===== src/rtl/fwd_hazard_if.sv =====
// EX-stage hazard bus: instruction info toward the hazard unit, bypass selects and stall back.
// master = pipeline/EX side, slave = fwd_hazard_unit.
interface fwd_hazard_if #(
  parameter int REG_ADDR_W = 5,
  parameter int NUM_SRC    = 2,
  parameter int DEPTH      = 3
);
  localparam int SEL_W = $clog2(DEPTH + 1);

  logic                          ex_valid;
  logic [REG_ADDR_W-1:0]         ex_rd;
  logic                          ex_regwrite;
  logic                          ex_is_load;
  logic [NUM_SRC*REG_ADDR_W-1:0] ex_src;
  logic [NUM_SRC-1:0]            ex_src_used;
  logic                          flush_ex;
  logic                          stall_in;
  logic [NUM_SRC*SEL_W-1:0]      fwd_sel;
  logic                          stall_out;

  modport master (
    output ex_valid, ex_rd, ex_regwrite, ex_is_load, ex_src, ex_src_used, flush_ex, stall_in,
    input  fwd_sel, stall_out
  );
  modport slave (
    input  ex_valid, ex_rd, ex_regwrite, ex_is_load, ex_src, ex_src_used, flush_ex, stall_in,
    output fwd_sel, stall_out
  );
endinterface


===== src/rtl/fwd_hazard_unit.sv =====
// Forwarding / load-use hazard unit with its own DEPTH-stage destination-tag pipeline.
// Optional FWD_HAZARD_STATS_EN adds stall/forward statistics counters.
module fwd_hazard_unit #(
  parameter int REG_ADDR_W = 5,
  parameter int NUM_SRC    = 2,
  parameter int DEPTH      = 3,
  parameter int LOAD_LAT   = 1
) (
  input  logic          clk,
  input  logic          rst_n,
  fwd_hazard_if.slave   bus
`ifdef FWD_HAZARD_STATS_EN
  ,
  input  logic          clr_stats,
  output logic [31:0]   stall_cycles,
  output logic [31:0]   fwd_count
`endif
);
  localparam int SEL_W = $clog2(DEPTH + 1);

  logic [DEPTH-1:0]      v_q, we_q, ld_q;
  logic [REG_ADDR_W-1:0] rd_q [DEPTH];

  logic                     s0_v_d, s0_we_d, s0_ld_d;
  logic [REG_ADDR_W-1:0]    s0_rd_d;
  logic [NUM_SRC*SEL_W-1:0] sel_raw;
  logic                     stall_raw;
  logic                     bubble;

  // Descending scan so the lowest-index (youngest) match overwrites older ones.
  always_comb begin
    logic [REG_ADDR_W-1:0] src;
    logic                  win_ld;
    sel_raw   = '0;
    stall_raw = 1'b0;
    src       = '0;
    win_ld    = 1'b0;
    for (int i = 0; i < NUM_SRC; i++) begin
      src    = bus.ex_src[i*REG_ADDR_W +: REG_ADDR_W];
      win_ld = 1'b0;
      for (int k = DEPTH - 1; k >= 0; k--) begin
        if (bus.ex_valid && bus.ex_src_used[i] && v_q[k] && we_q[k] &&
            (rd_q[k] == src) && (src != '0)) begin
          sel_raw[i*SEL_W +: SEL_W] = SEL_W'(k + 1);
          win_ld = ld_q[k] && (k < LOAD_LAT);
        end
      end
      stall_raw = stall_raw | win_ld;
    end
  end

  assign bubble        = stall_raw | bus.flush_ex;
  assign bus.stall_out = stall_raw & ~bus.flush_ex;
  assign bus.fwd_sel   = bubble ? '0 : sel_raw;

  assign s0_v_d  = ~bubble & bus.ex_valid & bus.ex_regwrite;
  assign s0_rd_d = bus.ex_rd;
  assign s0_we_d = bus.ex_regwrite;
  assign s0_ld_d = bus.ex_is_load;

  always_ff @(posedge clk or negedge rst_n) begin
    if (!rst_n) begin
      v_q  <= '0;
      we_q <= '0;
      ld_q <= '0;
      for (int k = 0; k < DEPTH; k++) rd_q[k] <= '0;
    end else if (!bus.stall_in) begin
      v_q  <= {v_q[DEPTH-2:0],  s0_v_d};
      we_q <= {we_q[DEPTH-2:0], s0_we_d};
      ld_q <= {ld_q[DEPTH-2:0], s0_ld_d};
      rd_q[0] <= s0_rd_d;
      for (int k = 1; k < DEPTH; k++) rd_q[k] <= rd_q[k-1];
    end
  end

`ifdef FWD_HAZARD_STATS_EN
  logic [31:0] stall_cnt_q, stall_cnt_d;
  logic [31:0] fwd_cnt_q, fwd_cnt_d;

  always_comb begin
    stall_cnt_d = stall_cnt_q;
    fwd_cnt_d   = fwd_cnt_q;
    if (bus.stall_out && !bus.stall_in && (stall_cnt_q != 32'hFFFF_FFFF))
      stall_cnt_d = stall_cnt_q + 32'd1;
    if ((|bus.fwd_sel) && !bus.stall_in && (fwd_cnt_q != 32'hFFFF_FFFF))
      fwd_cnt_d = fwd_cnt_q + 32'd1;
  end

  always_ff @(posedge clk or negedge rst_n) begin
    if (!rst_n) begin
      stall_cnt_q <= '0;
      fwd_cnt_q   <= '0;
    end else if (clr_stats) begin
      stall_cnt_q <= '0;
      fwd_cnt_q   <= '0;
    end else begin
      stall_cnt_q <= stall_cnt_d;
      fwd_cnt_q   <= fwd_cnt_d;
    end
  end

  assign stall_cycles = stall_cnt_q;
  assign fwd_count    = fwd_cnt_q;
`endif
endmodule


===== src/flat_wrapper.sv =====
// flat-port wrapper written by rule: the top's interface ports become plain ports
module fwd_hazard_unit_flat 
#(
  parameter int REG_ADDR_W = 5,
  parameter int NUM_SRC    = 2,
  parameter int DEPTH      = 3,
  parameter int LOAD_LAT   = 1
)
  (clk, rst_n, bus_ex_valid, bus_ex_rd, bus_ex_regwrite, bus_ex_is_load, bus_ex_src, bus_ex_src_used, bus_flush_ex, bus_stall_in, bus_fwd_sel, bus_stall_out);
  fwd_hazard_if #(.REG_ADDR_W(REG_ADDR_W), .NUM_SRC(NUM_SRC), .DEPTH(DEPTH)) bus_i ();
  input  logic clk;
  input  logic rst_n;
  input wire logic [$bits(bus_i.ex_valid)-1:0] bus_ex_valid;
  input wire logic [$bits(bus_i.ex_rd)-1:0] bus_ex_rd;
  input wire logic [$bits(bus_i.ex_regwrite)-1:0] bus_ex_regwrite;
  input wire logic [$bits(bus_i.ex_is_load)-1:0] bus_ex_is_load;
  input wire logic [$bits(bus_i.ex_src)-1:0] bus_ex_src;
  input wire logic [$bits(bus_i.ex_src_used)-1:0] bus_ex_src_used;
  input wire logic [$bits(bus_i.flush_ex)-1:0] bus_flush_ex;
  input wire logic [$bits(bus_i.stall_in)-1:0] bus_stall_in;
  output wire logic [$bits(bus_i.fwd_sel)-1:0] bus_fwd_sel;
  output wire logic [$bits(bus_i.stall_out)-1:0] bus_stall_out;
  assign bus_i.ex_valid = bus_ex_valid;
  assign bus_i.ex_rd = bus_ex_rd;
  assign bus_i.ex_regwrite = bus_ex_regwrite;
  assign bus_i.ex_is_load = bus_ex_is_load;
  assign bus_i.ex_src = bus_ex_src;
  assign bus_i.ex_src_used = bus_ex_src_used;
  assign bus_i.flush_ex = bus_flush_ex;
  assign bus_i.stall_in = bus_stall_in;
  assign bus_fwd_sel = bus_i.fwd_sel;
  assign bus_stall_out = bus_i.stall_out;
  fwd_hazard_unit #(.REG_ADDR_W(REG_ADDR_W), .NUM_SRC(NUM_SRC), .DEPTH(DEPTH), .LOAD_LAT(LOAD_LAT)) u_core (.clk(clk), .rst_n(rst_n), .bus(bus_i));
endmodule

===== config.mk =====
export PLATFORM = sky130hd
export DESIGN_NAME = fwd_hazard_unit_flat
export DESIGN_NICKNAME = d
export VERILOG_FILES = /design/src/rtl/fwd_hazard_if.sv /design/src/rtl/fwd_hazard_unit.sv /design/src/flat_wrapper.sv
export SDC_FILE = /design/constraint.sdc
export NUM_CORES = 1
export LEC_CHECK = 0
export BUFFER_PORTS_ARGS = -buffer_cell sky130_fd_sc_hd__buf_2
export CAP_MARGIN = 0
export CELL_PAD_IN_SITES_DETAIL_PLACEMENT = 1
export CELL_PAD_IN_SITES_GLOBAL_PLACEMENT = 1
export CORE_MARGIN = 2
export CORE_UTILIZATION = 42
export DETAILED_ROUTE_END_ITERATION = 16
export PLACE_DENSITY_LB_ADDON = 0.1
export SLEW_MARGIN = 20
export SYNTH_ARGS = -nofsm -noshare
export SYNTH_HDL_FRONTEND = slang
export SYNTH_SLANG_ARGS = --single-unit

===== constraint.sdc =====
create_clock -name clk -period 1.9 [get_ports clk]
set_input_delay 0.19 -clock clk [delete_from_list [all_inputs] [get_ports clk]]
set_output_delay 0.19 -clock clk [all_outputs]
set_load 0.05 [all_outputs]

==> metrics.json, run 1 <==
{
  "p_clk_frac": 0.165,
  "power.density_nw_per_um2": 601.8,
  "initial_core_util": 0.4360,
  "finalMaxSlewViolations": 0,
  "min_clock_period_post_route_ns": 2.346,
  "clock_latency_ns": 0.29,
  "cts_root_buffer": "sky130_fd_sc_hd__clkbuf_4",
  "dp_slack_ns": -0.2962,
  "start_kind": "input pin",
  "final-setup-viol-count": 6,
  "max-cap-violations": 0,
  "slew-limit-headroom": 0.6620,
  "finalWeightedCongestion": 0.8512,
  "totalPowerFinal_mw": 1.199,
  "drt_iter0_drc": 15,
  "critPathCaptureType": "output pin",
  "portBuffers": 28,
  "timing.hold.worst.class": "input pin to flop",
  "final_layout_size_suffix_gt1_frac": 0.6131,
  "synth_cells": 107,
  "failed_checks": "setup timing",
  "num-nets-final": 194,
  "synth-seq-area-share": 0.4171,
  "worst_pin_slew_ns": 0.5070,
  "worst_ep_required_time_ns": 1.71,
  "yosys_warnings": 0,
  "cell_internal_pwr_mw": 0.8247,
  "grt_setup_unrepaired": "true",
  "finalHoldViolCount": 0,
  "worstHoldStart": "bus_ex_rd[3]",
  "grt_usage": 0.2599,
  "num-fill-cells": 315,
  "row_cnt": 20,
  "hold_path_depth": 2,
  "flow.area_growth_from_synthesis_pct": 51.00,
  "min_delay_worst_endpoint": "u_core.rd_q[13]",
  "numClockSinks": 22,
  "antenna_found_initial": 0,
  "die_w_microns": 60.06,
  "final_common_cell": "sky130_fd_sc_hd__buf_4",
  "ff2ff_setup_slack_ns": 0,
  "drc_errors": 0,
  "ir_worst_vdd_mv": 0.4575,
  "post_synth_and_or_nand_nor_area_fraction": 0.1242,
  "die_area_sq_um": 3607,
  "num_io_pins": 29,
  "yosys.area_share.xor_xnor": 0.1991,
  "synth_top_family_by_area": "XOR/XNOR gates",
  "regToRegStartpoint": "u_core.rd_q[14]",
  "power.switching_mw": 0.3747,
  "global_route_wire_length_before_repair_microns": 6354,
  "hold_ws_ns": 0.09476,
  "layout_common_cells": "sky130_fd_sc_hd__buf_4 (29), sky130_fd_sc_hd__buf_2 (23), sky130_fd_sc_hd__xnor2_1 (22)",
  "synth-adder-area-share": 0,
  "post_synth_mux_area_share": 0.1791,
  "switching_share": 0.3124,
  "antenna-diode-count": 0,
  "cts-root-to-sink-buffers": 2,
  "crit_fanout": 4,
  "grt_pass1_vias": 1233,
  "max_freq_mhz": 426.2,
  "synth_cell_types": 24,
  "worst_clock_skew_ns": 0.005476,
  "dr_total_vias": 1111,
  "postSynthRegisterBits": 22,
  "clkTransAtPathRegs_ns": 0.11,
  "worst_slack_ns": -0.4462,
  "syn_nets": 131,
  "detail-route-antenna-nets": 0,
  "tritoncts_clock_tree": "yes",
  "drt-pass1-iter-count": 4,
  "die_height_microns": 60.06,
  "htree_depth": 1,
  "pin_count_of_the_biggest_net_entering_global_routing": 24,
  "power_frac_comb": 0.323,
  "postRouteWirelength_microns": 4178,
  "detail_route.vias_per_cell": 5.241,
  "synth-compound-area-share": 0.07488,
  "core_sq_um": 3028,
  "power.leakage_nw": 0.8297,
  "hpwl_detailed_microns": 3051,
  "status": "finished with violations",
  "ff2ff_path_depth": 7,
  "synthesis.area_sq_um": 1320,
  "overflow": 0,
  "worst_r2r_endpoint": "u_core.v_q[0]",
  "p_seq_frac": 0.513,
  "arrival_ns": 2.16,
  "final.period_utilization": 1.235,
  "detail_route.wl_per_cell_microns": 19.71,
  "worstSetupPathType": "input pin to output pin",
  "number_of_buffers_created_by_cts": 3,
  "syn-mean-instance-area_sq_um": 12.34
}
==> power groups by stage <==
stage	clock (mW)	combinational, mW	sequential (mW)
6_report	0.198	0.387	0.615
2_1_floorplan	0	0.191	0.598
5_1_grt	0.222	0.413	0.625
3_5_place_dp	0	0.359	0.617
4_1_cts	0.211	0.374	0.609
3_3_place_gp	0	0.334	0.610
==> layout make-up <==
cell class | count | area [sq um] | area share
clock buffer | 3 | 22.52 | 0.01130
multi-input combinational | 83 | 929.6 | 0.4664
tap | 44 | 55.05 | 0.02762
timing repair buffer | 60 | 430.4 | 0.2159
sequential | 22 | 555.5 | 0.2787
==> worst max-delay path by stage <==
stage	start	endpoint	slack [ns]	depth (start not counted)
final	bus_ex_src[1]	bus_fwd_sel[3]	-0.45	8
after global routing	u_core.rd_q[8]	bus_fwd_sel[1]	-0.52	6
after CTS	u_core.rd_q[9]	bus_fwd_sel[3]	-0.47	6
after detailed placement	u_core.rd_q[8]	bus_fwd_sel[3]	-0.30	6
after global placement	bus_ex_src[1]	bus_fwd_sel[0]	-0.18	7
after floorplan	u_core.rd_q[8]	bus_fwd_sel[3]	-0.19	5
==> per-stage QoR <==
step	instance area (sq um)	setup TNS, ns	util	std cells
2_1_floorplan	1405	-0.4845	-	107
3_3_place_gp	1778	-0.8083	0.5872	200
3_5_place_dp	1778	-1.444	0.5872	200
4_1_cts	1948	-1.792	0.6434	211
5_1_grt	1993	-2.334	0.6583	212
6_report	1993	-1.947	0.6583	212
==> Yosys cell counts <==
master	n	area, sq um
sky130_fd_sc_hd__a2111oi_2	1	15.01
sky130_fd_sc_hd__a2111oi_4	1	27.53
sky130_fd_sc_hd__a21oi_1	2	10.01
sky130_fd_sc_hd__a22o_1	1	8.760
sky130_fd_sc_hd__buf_1	2	7.510
sky130_fd_sc_hd__dfrtp_1	22	550.5
sky130_fd_sc_hd__mux2_1	7	78.83
sky130_fd_sc_hd__mux2_2	14	157.7
sky130_fd_sc_hd__nand2_1	3	11.26
sky130_fd_sc_hd__nand4_1	6	37.54
sky130_fd_sc_hd__nor2_1	1	3.750
sky130_fd_sc_hd__nor2b_1	1	6.260
sky130_fd_sc_hd__nor2b_4	1	13.76
sky130_fd_sc_hd__nor3_1	2	10.01
sky130_fd_sc_hd__nor4_1	2	12.51
sky130_fd_sc_hd__nor4_2	2	25.02
sky130_fd_sc_hd__nor4bb_1	1	10.01
sky130_fd_sc_hd__o211ai_2	2	25.02
sky130_fd_sc_hd__o21a_1	1	7.510
sky130_fd_sc_hd__o21ai_1	1	5.000
sky130_fd_sc_hd__or4_1	3	22.52
sky130_fd_sc_hd__or4_4	1	11.26
sky130_fd_sc_hd__xnor2_1	24	210.2
sky130_fd_sc_hd__xor2_1	6	52.55
==> cell families after synthesis <==
group / count (synthesis)
xor+xnor: 30
simple gates: 23
compound gates: 9
mux: 21
flops: 22
buf+inv: 2
==> sequential cells by signal (all words and copies together), names as in the netlist <==
register     cells
u_core.ld_q      1
u_core.rd_q     15
u_core.v_q       3
u_core.we_q      3
==> timing repair <==
action                     in CTS  in global routing
cloned                          0                  0
setup endpoints to repair       6                  5
buffers inserted                7                  1
hold buffers                    1                  0
hold endpoints to repair       22                  0
gates resized for setup        22                  8
pin swaps                       9                  1
==> worst max-delay path, stage by stage <==
cell	delay (ns)
sky130_fd_sc_hd__buf_2	0.14
sky130_fd_sc_hd__or4_4	0.55
sky130_fd_sc_hd__o211ai_4	0.26
sky130_fd_sc_hd__nor4_4	0.10
sky130_fd_sc_hd__buf_4	0.17
sky130_fd_sc_hd__buf_4	0.15
sky130_fd_sc_hd__a2111oi_4	0.38
sky130_fd_sc_hd__buf_6	0.21
==> metal layers <==
| metal | global-route usage | up-vias | share of wire |
|---|---|---|---|
| li1 | - | 516 | - |
| met1 | 0.2816 | 563 | 0.39 |
| met2 | 0.4643 | 21 | 0.55 |
| met3 | 0.04329 | 11 | 0.025 |
| met4 | 0.1619 | 0 | 0.034 |
| met5 | 0 | - | 0 |
Power figures use the tool's default switching activity.
==> run 2: changes to the inputs <==
Settings changed: TNS_END_PERCENT set to 10.
==> run 2 against run 1 <==
- the run still ends with setup timing left
- critical endpoint is now bus_fwd_sel[1]
- largest cell class unchanged
- clock power is 6% higher
- final cell count is 0.94% higher
- critical path depth is 2 lower
- highest routed layer unchanged
- global-route usage is 2.4 points lower
==> metrics.json, run 2 (synthesis gave the netlist of run 1 again) <==
{
  "status": "finished with violations",
  "failed_checks": "setup timing",
  "grt_pass1_vias": {"value": 1260, "change": "+2.2%"},
  "finalHoldViolCount": {"value": 0, "change": "unchanged"},
  "num-fill-cells": {"value": 330, "change": "+4.8%"},
  "p_seq_frac": {"value": 0.508, "change": "-0.005"},
  "timing.critical_path.slowest_stage_cell": "sky130_fd_sc_hd__or4_4",
  "htree_depth": {"value": 1, "change": "unchanged"},
  "die_height": {"value": 60.06, "unit": "microns", "change": "unchanged"},
  "tritoncts_clock_tree": "yes",
  "cell_internal_pwr": {"value": 0.8193, "unit": "mW", "change": "-0.65%"},
  "core": {"value": 3028, "unit": "sq um", "change": "unchanged"},
  "largest_register_ff_count": {"value": 15, "change": "unchanged"},
  "cts_root_buffer": "sky130_fd_sc_hd__clkbuf_4",
  "die_area": {"value": 3607, "unit": "sq um", "change": "unchanged"},
  "global_route_wire_length_before_repair": {"value": 5996, "unit": "microns", "change": "-5.6%"},
  "critical_path.cell_chain": "xnor2_1 > nand4_1 > or4_4 > nor2b_1 > a2111oi_4 > buf_6",
  "pin_count_of_the_biggest_net_entering_global_routing": {"value": 24, "change": "unchanged"},
  "row_cnt": {"value": 20, "change": "unchanged"},
  "layout.area.seq": {"value": 550.5, "unit": "sq um", "change": "-0.90%"},
  "power.switching": {"value": 0.3686, "unit": "mW", "change": "-1.6%"},
  "num-nets-final": {"value": 196, "change": "+1.0%"},
  "dr_total_vias": {"value": 1091, "change": "-1.8%"},
  "initial_core_util": {"value": 0.4360, "change": "unchanged"},
  "final-setup-viol-count": {"value": 5, "change": "-1"},
  "final.period_utilization": {"value": 1.233, "change": "-0.002294"},
  "drc_errors": {"value": 0, "change": "unchanged"},
  "totalPowerFinal": {"value": 1.188, "unit": "mW", "change": "-0.96%"},
  "final_area": {"value": 1889, "unit": "sq um", "change": "-5.2%"},
  "drt-pass1-iter-count": {"value": 4, "change": "unchanged"},
  "postRouteWirelength": {"value": 3804, "unit": "microns", "change": "-9.0%"},
  "overflow": {"value": 0, "change": "unchanged"},
  "finalMaxSlewViolations": {"value": 0, "change": "unchanged"},
  "worst_pin_slew": {"value": 0.4984, "unit": "ns", "change": "-0.008561 ns"},
  "layout_common_cells": "sky130_fd_sc_hd__buf_4 (33), sky130_fd_sc_hd__xnor2_1 (24), sky130_fd_sc_hd__buf_2 (23)",
  "multi_input_comb_area": {"value": 832.0, "unit": "sq um", "change": "-10%"},
  "switching_share": {"value": 0.3103, "change": "-0.002150"},
  "critical-path-max-stage-delay": {"value": 0.50, "unit": "ns", "change": "-0.05 ns"},
  "clock_latency": {"value": 0.31, "unit": "ns", "change": "+0.02 ns"},
  "detail_route.vias_per_cell": {"value": 5.098, "change": "-2.7%"},
  "arrival": {"value": 2.15, "unit": "ns", "change": "about the same"},
  "placed_area": {"value": 1770, "unit": "sq um", "change": "-0.42%"},
  "portBuffers": {"value": 28, "change": "unchanged"},
  "detail_route.wl_per_cell": {"value": 17.78, "unit": "microns", "change": "-9.8%"},
  "crit_fanout": {"value": 3, "change": "-1"},
  "number_of_buffers_created_by_cts": {"value": 3, "change": "unchanged"},
  "finalCoreUtilization": {"value": 0.6240, "change": "-0.03430"},
  "min_clock_period_post_route": {"value": 2.342, "unit": "ns", "change": "-0.004358 ns"},
  "grt_usage": {"value": 0.2354, "change": "-0.02449"},
  "antenna_found_initial": {"value": 0, "change": "unchanged"},
  "worst_ep_required_time": {"value": 1.71, "unit": "ns", "change": "about the same"},
  "drt_iter0_drc": {"value": 34, "change": "+19"},
  "die_w": {"value": 60.06, "unit": "microns", "change": "unchanged"},
  "fin_tns_setup": {"value": -1.806, "unit": "ns", "change": "+0.1408 ns"},
  "grt_setup_unrepaired": "true",
  "flow.area_growth_from_synthesis_pct": 43.13,
  "power_frac_comb": {"value": 0.316, "change": "-0.007"},
  "regMostFlops": "u_core.rd_q",
  "critPathCaptureType": "output pin",
  "power.leakage": {"value": 0.7919, "unit": "nW", "change": "-4.6%"},
  "max-cap-violations": {"value": 0, "change": "unchanged"},
  "antenna-diode-count": {"value": 0, "change": "unchanged"},
  "detail-route-antenna-nets": {"value": 0, "change": "unchanged"},
  "worstSetupPathType": "flop to output pin",
  "start_kind": "flop",
  "ir_worst_vdd": {"value": 0.4608, "unit": "mV", "change": "+0.71%"},
  "p_clk_frac": {"value": 0.176, "change": "+0.011"},
  "slew-limit-headroom": {"value": 0.6677, "change": "+0.005707"},
  "worst_clock_skew": {"value": 0.004138, "unit": "ns", "change": "-0.001338 ns"},
  "numClockSinks": {"value": 22, "change": "unchanged"},
  "final_common_cell": "sky130_fd_sc_hd__buf_4",
  "final_layout_size_suffix_gt1_frac": {"value": 0.5471, "change": "-0.06604"},
  "timing.hold.worst.class": "input pin to flop",
  "num_io_pins": {"value": 29, "change": "unchanged"},
  "clkTransAtPathRegs": {"value": 0.11, "unit": "ns", "change": "about the same"},
  "cts-root-to-sink-buffers": {"value": 2, "change": "unchanged"},
  "power.density": {"value": 628.7, "unit": "nW/um^2", "change": "+4.5%"},
  "finalWeightedCongestion": {"value": 0.8487, "change": "-0.29%"},
  "hpwl_detailed": {"value": 3015, "unit": "microns", "change": "-1.2%"},
  "worst_slack": {"value": -0.4419, "unit": "ns", "change": "+0.004358 ns"},
  "max_freq": {"value": 427.0, "unit": "MHz", "change": "+0.19%"},
  "largest_registers": "u_core.rd_q (15), u_core.v_q (3), u_core.we_q (3)"
}
## run 2: changes by cell type in the layout (fill, tap and decap cells not counted), moves of 2 or more
| cell | change |
|---|---|
| sky130_fd_sc_hd__buf_4 | +4 |
| sky130_fd_sc_hd__dfrtp_1 | +4 |
| sky130_fd_sc_hd__dfrtp_2 | -4 |
| sky130_fd_sc_hd__a21oi_4 | -2 |
| sky130_fd_sc_hd__o211ai_2 | +2 |
| sky130_fd_sc_hd__o211ai_4 | -2 |
| sky130_fd_sc_hd__or4_1 | +2 |
| sky130_fd_sc_hd__or4_4 | -2 |
| sky130_fd_sc_hd__xnor2_1 | +2 |
| sky130_fd_sc_hd__xnor2_2 | -2 |
## run 2: what timing repair did
action,in CTS,in global routing
pin swaps,11,0
buffers inserted,3,0
setup endpoints to repair,6,6
cloned,0,0
hold endpoints to repair,22,0
hold buffers,1,0
gates resized for setup,15,1
## run 2: power groups by stage
| stage | logic (mW) | clock network, mW | registers [mW] |
|---|---|---|---|
| after global routing | 0.405 | 0.239 | 0.613 |
| after detailed placement | 0.357 | 0 | 0.615 |
| after CTS | 0.374 | 0.220 | 0.604 |
| final | 0.376 | 0.209 | 0.603 |
| after floorplan | 0.183 | 0 | 0.598 |
| after global placement | 0.335 | 0 | 0.607 |
## run 2: per-stage QoR
stage | instances | hold slack, ns | setup WS, ns
finish | 214 | 0.08273 | -0.4419
global route | 214 | 0.08093 | -0.5431
CTS | 214 | 0.07695 | -0.4399
detailed placement | 207 | 0.1769 | -0.3179
global placement | 207 | 0.1711 | -0.2099
floorplan | 107 | -0.1056 | -0.1870
## run 2: critical path, delay by kind of cell (launching register included)
| family | cells | cell delay [ns] |
|---|---|---|
| xor gates and xnor gates | 1 | 0.16 |
| DFF | 1 | 0.45 |
| and+or+nand+nor | 3 | 0.79 |
| buffers and inverters | 1 | 0.21 |
| AOI/OAI and AO/OA | 1 | 0.22 |
## run 2: cell type report
class	count	share of cell area
multi-input combinational	83	0.4404
sequential	22	0.2914
clock buffer	3	0.01192
tap	44	0.02914
timing repair buffer	62	0.2272
## run 2: final timing paths
kind                            slack (ns)       startpoint               to  cells after the start
max in group asynchronous             1.21            rst_n   u_core.we_q[0]                      2
worst max register to register        0.06  u_core.rd_q[12]    u_core.v_q[0]                      6
worst min-delay path                  0.08     bus_ex_rd[3]  u_core.rd_q[13]                      2
worst min register to register        0.52   u_core.we_q[2]   u_core.we_q[2]                      1
min in group asynchronous             0.36            rst_n   u_core.rd_q[4]                      2
worst max-delay path                 -0.44   u_core.rd_q[5]   bus_fwd_sel[1]                      6
## run 2: per-layer routing
layer,global-route usage,up-vias,routed length (microns)
met2,0.4161,27,2006
met3,0.02814,9,128
met1,0.2927,535,1576
met4,0.08254,0,93
met5,0,-,0
li1,-,520,-
==> run 3: changes to the inputs <==
Settings changed: CORE_UTILIZATION 42 to 40.
==> run 3 against run 2 <==
- the flow still finishes with violations (setup timing)
- critical path depth increased by 1
- power increased by 0.84%
- maximum frequency increased by 1.9%
- combinational power increased by 2%
- sequential power increased by 1%
- clock power decreased by 3%
- global-route usage decreased by 1.8 points
- routed wire length decreased by 4.7%
- critical endpoint is now bus_fwd_sel[0]
==> metrics.json, run 3 (synthesis gave the netlist of run 1 again) <==
{
  "status": "finished with violations",
  "failed_checks": "setup timing",
  "hpwl_detailed": {"value": 2764, "unit": "microns", "change": "-8.3%"},
  "timing.critical_path.mode_cell": "sky130_fd_sc_hd__buf_4",
  "timing.hold.worst.class": "input pin to flop",
  "worstSetupPathType": "flop to output pin",
  "postRouteWirelength": {"value": 3625, "unit": "microns", "change": "-4.7%"},
  "drc_errors": {"value": 0, "change": "unchanged"},
  "core": {"value": 3103, "unit": "sq um", "change": "+2.5%"},
  "final_area": {"value": 1919, "unit": "sq um", "change": "+1.6%"},
  "finalCoreUtilization": {"value": 0.6185, "change": "-0.005419"},
  "cts-root-to-sink-buffers": {"value": 2, "change": "unchanged"},
  "worst_pin_slew": {"value": 0.4927, "unit": "ns", "change": "-0.005741 ns"},
  "regMostFlops": "u_core.rd_q",
  "dr_total_vias": {"value": 1090, "change": "-0.092%"},
  "min_clock_period_post_route": {"value": 2.298, "unit": "ns", "change": "-0.04394 ns"},
  "max_freq": {"value": 435.2, "unit": "MHz", "change": "+1.9%"},
  "final_layout_size_suffix_gt1_frac": {"value": 0.5952, "change": "+0.04818"},
  "cts_root_buffer": "sky130_fd_sc_hd__clkbuf_4",
  "grt_pass1_vias": {"value": 1219, "change": "-3.3%"},
  "start_kind": "flop",
  "critical_path.cell_chain": "xnor2_2 > nand4_1 > or4_4 > buf_4 > a21oi_2 > nor3_4 > buf_4",
  "clock_latency": {"value": 0.30, "unit": "ns", "change": "about the same"},
  "critical-path-max-stage-delay": {"value": 0.50, "unit": "ns", "change": "about the same"},
  "portBuffers": {"value": 28, "change": "unchanged"},
  "power.leakage": {"value": 0.8230, "unit": "nW", "change": "+3.9%"},
  "num_io_pins": {"value": 29, "change": "unchanged"},
  "finalWeightedCongestion": {"value": 0.8069, "change": "-4.9%"},
  "pin_count_of_the_biggest_net_entering_global_routing": {"value": 24, "change": "unchanged"},
  "critPathBufInv": {"value": 2, "change": "+1"},
  "worst_clock_skew": {"value": 0.009953, "unit": "ns", "change": "+0.005815 ns"},
  "arrival": {"value": 2.11, "unit": "ns", "change": "-0.04 ns"},
  "worst_path_dominant_cell_family": "simple AND/OR/NAND/NOR gates",
  "critPathCaptureType": "output pin",
  "worst_slack": {"value": -0.3979, "unit": "ns", "change": "+0.04394 ns"},
  "die_area": {"value": 3775, "unit": "sq um", "change": "+4.7%"},
  "detail_route.wl_per_cell": {"value": 17.10, "unit": "microns", "change": "-3.8%"},
  "hold_ws": {"value": 0.09601, "unit": "ns", "change": "+0.01328 ns"},
  "finalMaxSlewViolations": {"value": 0, "change": "unchanged"},
  "global_route_wire_length_before_repair": {"value": 5837, "unit": "microns", "change": "-2.7%"},
  "row_cnt": {"value": 20, "change": "unchanged"},
  "number_of_buffers_created_by_cts": {"value": 3, "change": "unchanged"},
  "timing.critical_path.slowest_stage_cell": "sky130_fd_sc_hd__or4_4",
  "slew-limit-headroom": {"value": 0.6716, "change": "+0.003827"},
  "multi_input_comb_area": {"value": 882.1, "unit": "sq um", "change": "+6.0%"},
  "max-cap-violations": {"value": 0, "change": "unchanged"},
  "power.density": {"value": 624.1, "unit": "nW/um^2", "change": "-0.74%"},
  "final.period_utilization": {"value": 1.209, "change": "-0.02313"},
  "worst_ep_required_time": {"value": 1.71, "unit": "ns", "change": "about the same"},
  "flow.area_growth_from_synthesis_pct": 45.40,
  "antenna-diode-count": {"value": 0, "change": "unchanged"},
  "htree_depth": {"value": 1, "change": "unchanged"},
  "placed_area": {"value": 1748, "unit": "sq um", "change": "-1.3%"},
  "largest_register_ff_count": {"value": 15, "change": "unchanged"},
  "antenna_found_initial": {"value": 0, "change": "unchanged"},
  "grt_usage": {"value": 0.2169, "change": "-0.01850"},
  "num-nets-final": {"value": 194, "change": "-1.0%"},
  "detail_route.vias_per_cell": {"value": 5.142, "change": "+0.85%"},
  "final-setup-viol-count": {"value": 5, "change": "unchanged"},
  "overflow": {"value": 0, "change": "unchanged"},
  "dp_slack": {"value": -0.3094, "unit": "ns", "change": "+0.008565 ns"},
  "clkTransAtPathRegs": {"value": 0.12, "unit": "ns", "change": "about the same"},
  "largest_registers": "u_core.rd_q (15), u_core.v_q (3), u_core.we_q (3)",
  "drt-pass1-iter-count": {"value": 4, "change": "unchanged"},
  "finalHoldViolCount": {"value": 0, "change": "unchanged"},
  "die_height": {"value": 61.45, "unit": "microns", "change": "+2.3%"},
  "grt_setup_unrepaired": "true",
  "num-fill-cells": {"value": 346, "change": "+4.8%"},
  "layout.area.seq": {"value": 553.0, "unit": "sq um", "change": "+0.45%"},
  "tritoncts_clock_tree": "yes",
  "detail-route-antenna-nets": {"value": 0, "change": "unchanged"},
  "numClockSinks": {"value": 22, "change": "unchanged"},
  "ir_worst_vdd": {"value": 0.4434, "unit": "mV", "change": "-3.8%"},
  "drt_iter0_drc": {"value": 39, "change": "+15%"},
  "totalPowerFinal": {"value": 1.198, "unit": "mW", "change": "+0.84%"},
  "layout_common_cells": "sky130_fd_sc_hd__buf_4 (33), sky130_fd_sc_hd__buf_2 (23), sky130_fd_sc_hd__dfrtp_1 (20)",
  "die_w": {"value": 61.45, "unit": "microns", "change": "+2.3%"},
  "final_common_cell": "sky130_fd_sc_hd__buf_4",
  "initial_core_util": {"value": 0.4254, "change": "-0.01055"},
  "crit_fanout": {"value": 3, "change": "unchanged"}
}
## run 3: cell types whose count changed in the layout (fill, tap and decap cells not counted), sizes merged
cell | before | now
buf | 61 | 59
## run 3: repair_timing
action | in CTS | in global routing
endpoints found under the setup margin | 6 | 6
endpoints found under the hold margin | 22 | 0
pin swaps | 8 | 4
resized for setup | 17 | 7
hold buffers | 1 | 0
buffers inserted | 2 | 2
## run 3: worst paths after layout
kind,startpoint,end,slack (ns),cells after the start
min,bus_ex_is_load,u_core.ld_q[0],0.1,2
max reg2reg,u_core.rd_q[13],u_core.v_q[0],0.15,6
min reg2reg,u_core.v_q[2],u_core.v_q[2],0.52,1
max,u_core.rd_q[5],bus_fwd_sel[0],-0.40,7
min in group asynchronous,rst_n,u_core.v_q[2],0.36,2
max in group asynchronous,rst_n,u_core.rd_q[5],1.17,2
## run 3: cell type report
cell class,instances,area share
tap,44,0.02868
clock buffer,3,0.01173
timing repair buffer,60,0.2119
multi-input combinational,83,0.4596
sequential,22,0.2881
## run 3: report_power, final
part / switching (mW) / internal, mW / leakage, nW / total (mW)
combinational: 0.158 / 0.227 / 0.548 / 0.385
clock: 0.129 / 0.0738 / 0.0138 / 0.203
sequential: 0.0767 / 0.533 / 0.261 / 0.610
## run 3: per-stage QoR
step	cells	TNS, ns
floorplan	107	-0.7940
global placement	204	-1.144
detailed placement	204	-1.457
CTS	210	-1.685
global route	212	-2.323
finish	212	-1.671
## run 3: routing by layer
layer / global-route usage / share of wire / vias to the layer above
met1: 0.2825 / 0.44 / 535
li1: - / - / 516
met3: 0.02101 / 0.031 / 10
met2: 0.3723 / 0.51 / 29
met5: 0 / 0 / -
met4: 0.08511 / 0.025 / 0
